===== src/rtl/spi_controller.sv =====
// spi_controller: SPI mode-0 master, one DATA_WIDTH frame per start, MSB first.
// Optional build macro SPI_CONTROLLER_LOOPBACK_EN routes internal mosi into the receive register.
`default_nettype none

module spi_controller #(
  parameter int CLK_DIV    = 4,
  parameter int DATA_WIDTH = 8
) (
  input  logic                  clk,
  input  logic                  rst_n,
  input  logic                  start,
  input  logic [DATA_WIDTH-1:0] tx_data,
  output logic                  busy,
  output logic                  done,
  output logic [DATA_WIDTH-1:0] rx_data,
  output logic                  sclk,
  output logic                  mosi,
  output logic                  ss,
  input  logic                  miso
);

  localparam int BIT_W = (DATA_WIDTH > 1) ? $clog2(DATA_WIDTH) : 1;
  localparam logic [7:0]       DIV_LAST = 8'(CLK_DIV - 1);
  localparam logic [BIT_W-1:0] BIT_LAST = BIT_W'(DATA_WIDTH - 1);

  typedef enum logic [2:0] {
    IDLE = 3'd0,
    LEAD = 3'd1,
    HIGH = 3'd2,
    LOW  = 3'd3,
    GAP  = 3'd4
  } state_t;

  state_t                state;
  logic [7:0]            div_cnt;
  logic [BIT_W-1:0]      bit_cnt;
  logic [DATA_WIDTH-1:0] tx_shift;
  logic [DATA_WIDTH-1:0] rx_shift;
  logic [DATA_WIDTH-1:0] tx_next;
  logic                  rx_bit;

  assign tx_next = tx_shift << 1;

`ifdef SPI_CONTROLLER_LOOPBACK_EN
  assign rx_bit = mosi;
`else
  assign rx_bit = miso;
`endif

  always_ff @(posedge clk) begin
    if (!rst_n) begin
      state    <= IDLE;
      div_cnt  <= '0;
      bit_cnt  <= '0;
      tx_shift <= '0;
      rx_shift <= '0;
      rx_data  <= '0;
      busy     <= 1'b0;
      done     <= 1'b0;
      sclk     <= 1'b0;
      mosi     <= 1'b0;
      ss       <= 1'b1;
    end else begin
      done <= 1'b0;
      case (state)
        IDLE: begin
          if (start) begin
            tx_shift <= tx_data;
            mosi     <= tx_data[DATA_WIDTH-1];
            ss       <= 1'b0;
            busy     <= 1'b1;
            div_cnt  <= '0;
            bit_cnt  <= '0;
            state    <= LEAD;
          end
        end
        LEAD: begin
          if (div_cnt == DIV_LAST) begin
            div_cnt  <= '0;
            sclk     <= 1'b1;
            rx_shift <= {rx_shift[DATA_WIDTH-2:0], rx_bit};
            state    <= HIGH;
          end else begin
            div_cnt <= div_cnt + 8'd1;
          end
        end
        HIGH: begin
          if (div_cnt == DIV_LAST) begin
            div_cnt  <= '0;
            sclk     <= 1'b0;
            tx_shift <= tx_next;
            mosi     <= tx_next[DATA_WIDTH-1];
            state    <= LOW;
          end else begin
            div_cnt <= div_cnt + 8'd1;
          end
        end
        LOW: begin
          if (div_cnt == DIV_LAST) begin
            div_cnt <= '0;
            // Final LOW is the trailing half-period before ss is released.
            if (bit_cnt == BIT_LAST) begin
              ss      <= 1'b1;
              mosi    <= 1'b0;
              done    <= 1'b1;
              rx_data <= rx_shift;
              state   <= GAP;
            end else begin
              bit_cnt  <= bit_cnt + 1'b1;
              sclk     <= 1'b1;
              rx_shift <= {rx_shift[DATA_WIDTH-2:0], rx_bit};
              state    <= HIGH;
            end
          end else begin
            div_cnt <= div_cnt + 8'd1;
          end
        end
        GAP: begin
          if (div_cnt == DIV_LAST) begin
            div_cnt <= '0;
            busy    <= 1'b0;
            state   <= IDLE;
          end else begin
            div_cnt <= div_cnt + 8'd1;
          end
        end
        default: begin
          state <= IDLE;
          busy  <= 1'b0;
          ss    <= 1'b1;
          sclk  <= 1'b0;
          mosi  <= 1'b0;
        end
      endcase
    end
  end

endmodule

`default_nettype wire


===== config.mk =====
export PLATFORM = sky130hd
export DESIGN_NAME = spi_controller
export DESIGN_NICKNAME = d
export VERILOG_FILES = /design/src/rtl/spi_controller.sv
export SDC_FILE = /design/constraint.sdc
export NUM_CORES = 1
export LEC_CHECK = 0
export CORE_ASPECT_RATIO = 2
export CORE_MARGIN = 5
export CORE_UTILIZATION = 55
export CTS_BUF_LIST = sky130_fd_sc_hd__clkbuf_16
export DETAILED_ROUTE_END_ITERATION = 8
export DONT_BUFFER_PORTS = 1
export GPL_TIMING_DRIVEN = 0
export PLACE_DENSITY = 0.73
export SYNTH_ARGS = -nofsm -noshare
export SYNTH_HDL_FRONTEND = slang
export SYNTH_SLANG_ARGS = --single-unit

===== constraint.sdc =====
create_clock -name clk -period 1.8 [get_ports clk]
set_input_delay 0.18 -clock clk [delete_from_list [all_inputs] [get_ports clk]]
set_output_delay 0.18 -clock clk [all_outputs]
set_load 0.02 [all_outputs]

==> summary.txt <==
Power
  • Sw Share: 19.8%
  • PwrDens: 1010 nW/um^2
  • Logic pwr share: 5.2%
  • Pint: 1.79 mW
  • Reg power frac: 44.0%
  • VDD IR max: 0.773 mV
  • NetSw: 0.440 mW
  • Clk pwr share: 50.8%
  • Leakage: 0.885 nW
  • Total power: 2.23 mW

Run status
  • Status: finished, final reports clean

Global route
  • Overflow after GRT: 0
  • Antenna violations before repair: 0
  • Met2 usage: 36.6%
  • First-pass GRT wire length: 7040 um
  • Met3 global-route usage: 6.50%
  • GRT Total Usage: 19.7%
  • Vias in the first global route: 1595
  • Busiest grt layer: met2
  • Largest net degree at the start of global routing: 14
  • Met1 track demand over resource: 18.3%

Logic synthesis
  • Synth cell types: 43
  • Yosys warning total: 0
  • #FFs+latches synth: 42
  • Seq/Total Area, Yosys: 45.3%
  • Mapped Nets: 219
  • Top_reg_cell synth: dfxtp_1
  • EDFF count, synth: 0
  • Mapped Area: 1860 sq um
  • Async SR Flop Fraction: 0%
  • Syn_area_per_cell: 9.10 sq um
  • Post-Syn Instances: 204

Placed design
  • Routability Congestion: 0.872
  • Pre-CTS setup slack: -0.311 ns
  • Placed insts: 236
  • Port Buf Inserts: 0
  • Placed Area: 1900 sq um
  • Placed wire-length estimate: 3120 um

Layout
  • Finished Cell Area: 2210 sq um
  • Antenna diode count: 0
  • Finished Core Util: 66.1%
  • Nets: 231
  • Layout Cells excl Fill: 249
  • Multi-input gate area: 980 sq um
  • Layout filler cell count: 268
  • Area growth from synthesis to layout: 18.9%
  • Layout cells sized above 1: 15.7%
  • Storage cell area: 848 sq um

Timing
  • Worst Tran Pin Value: 0.546 ns
  • Slew Limit Fails: 0
  • Fin crit share: 96.4%
  • Max Freq: 576 MHz
  • Unrepaired setup endpoints after global routing: yes
  • Hold Slack: 0.0398 ns
  • Setup-failing EPs final: 0
  • Setup TNS: 0 ns
  • Slew headroom: 63.6%
  • Fin. Hold Viols: 0
  • Crit path time final: 1.73 ns
  • Final setup skew: 0.00315 ns
  • PnR worst setup slack: 0.0650 ns

Floorplanning
  • Number of placed I/O pins: 25
  • Die width: 51.1 um
  • Core area: 3340 sq um
  • Cell Rows: 30
  • Die height: 92.2 um
  • Initial Utilization: 55.6%
  • DIE AREA: 4710 sq um

Min path
  • Hold Path Depth: 2
  • Hold Path End: rx_shift[0]
  • Worst Min Path Start: miso
  • Hold Path Class: primary input to flop

Drt
  • Final wirelength: 4430 um
  • First-pass iteration count of the detailed router: 4
  • Residual DRC: 0
  • Post-DRT Antenna Nets: 0
  • DRT iter0 DRCs: 45
  • Vias per cell: 6.37
  • DR vias: 1585
  • Drt wl/cell: 17.8 um

CTS
  • Number of buffers created by CTS: 5
  • Clk_lat worst skew: 0.28 ns
  • # H-tree levels: 2
  • Root Driver: clkbuf_16
  • Worst-path clk slew: 0.06 ns
  • Clock Tree Buf Depth: 2
  • CTS tree: built
  • Clock tree sinks: 42

Setup path
  • Worst Path Required: 2.01 ns
  • FF-to-FF End: bit_cnt[0]
  • CP endpoint kind: flop
  • Crit path buffers/inverters: 0
  • Worst path top cell family by delay: simple AND/OR/NAND/NOR gates
  • Top cell by count, worst path: ha_1
  • Slowest Stage Delay on Critical Path: 0.33 ns
  • Worst-path cell with the longest stage delay: dfxtp_1
  • CP startpoint kind: flop
  • Worst path arrival time: 1.94 ns
  • Critical path class: flop to flop
  • Critical Path, Cell by Cell: ha_1 > ha_1 > and2b_2 > nand4_1 > or2_2 > a21oi_1
  • Crit path max fanout: 4
  • Worst reg2reg startpoint: bit_cnt[0]
  • Reg2Reg Depth: 6
  • R2R Setup Slk: 0.07 ns

Flow run
  • MaxCap Viol Count: 0
[power by group through the flow]
stage / Combinational [mW] / Sequential, mW / Clock, mW
floorplan: 0.0841 / 0.993 / 0
global placement: 0.0992 / 0.997 / 0
detailed placement: 0.105 / 0.998 / 0
CTS: 0.109 / 0.979 / 1.15
global route: 0.128 / 0.981 / 1.19
finish: 0.116 / 0.979 / 1.13
[timing repair]
action / in CTS / in global routing
gates cloned: 0 / 1
hold buffers: 0 / 0
gates resized for setup: 6 / 20
setup buffers: 2 / 2
pin swaps: 0 / 1
setup endpoints to repair: 32 / 29
[cells by family after synthesis]
family	Yosys count	synth area share, %
simple gates	74	21.2
flops	42	45.3
compound gates	40	14.6
buf+inv	22	4.85
mux	18	9.77
xor+xnor	5	2.36
fa+ha+maj	3	2.02
[layer usage]
layer | vias to the layer above | wire length [um]
met4 | 0 | 131
met3 | 13 | 231
li1 | 752 | -
met2 | 47 | 2550
met5 | - | 0
met1 | 773 | 1510
[cell usage after synthesis, types with 2 or more instances]
| library cell | n | area share (%) |
|---|---|---|
| dfxtp_1 | 42 | 45 |
| nand2_1 | 21 | 4.2 |
| a21oi_1 | 20 | 5.4 |
| mux2i_1 | 17 | 9.2 |
| nor2_1 | 14 | 2.8 |
| nand3_1 | 11 | 3.0 |
| inv_1 | 10 | 2.0 |
| clkbuf_1 | 7 | 1.4 |
| o221ai_1 | 6 | 2.8 |
| nand4_1 | 5 | 1.7 |
| xnor2_1 | 5 | 2.4 |
| nor3_1 | 4 | 1.1 |
| nor4_1 | 4 | 1.3 |
| buf_2 | 3 | 0.81 |
| ha_1 | 3 | 2.0 |
| o21ai_0 | 3 | 0.81 |
| a211oi_1 | 2 | 0.81 |
| or2_2 | 2 | 0.67 |
[how the worst max path moves through the flow]
| stage | startpoint | endpoint | depth (start not counted) |
|---|---|---|---|
| CTS | div_cnt[0] | rx_shift[6] | 8 |
| floorplan | div_cnt[0] | div_cnt[2] | 5 |
| global route | div_cnt[0] | rx_data[1] | 8 |
| finish | bit_cnt[0] | bit_cnt[0] | 6 |
| global placement | div_cnt[0] | div_cnt[5] | 5 |
| detailed placement | div_cnt[0] | div_cnt[2] | 5 |
[cells in the final DEF, fill, tap and decap left out, drive strengths merged, types with 2 or more instances in the layout]
cell type  Yosys  final
or2            3      3
clkinv         1      2
a211oi         2      2
o21ai          3      3
inv           10     10
clkbuf         7     13
nand2         21     21
nand3         11     11
ha             3      3
nor4           4      4
o221ai         6      6
xnor2          5      5
and2           2      2
bufinv         0      2
mux2i         17     17
buf            4      8
nor4b          2      2
a21oi         20     20
nand4          6      6
dfxtp         42     42
nor2          14     14
nor3           5      5
[flip-flops by register name, summed over array words and instances (netlist names)]
| register | flops |
|---|---|
| sclk | 1 |
| rx_data | 8 |
| busy | 1 |
| bit_cnt | 3 |
| ss | 1 |
| rx_shift | 8 |
| mosi | 1 |
| div_cnt | 8 |
| state | 3 |
| tx_shift | 7 |
| done | 1 |
[cell type report]
type / instances / area share [%]
clock buffers: 5 / 5.67
flip-flops and latches: 42 / 38.4
clock inverters: 3 / 2.89
well taps: 32 / 1.81
plain buffers: 11 / 2.89
inverters: 11 / 1.87
repair buffers: 5 / 2.04
multi-input cells: 140 / 44.4
Power figures use the tool's default switching activity.
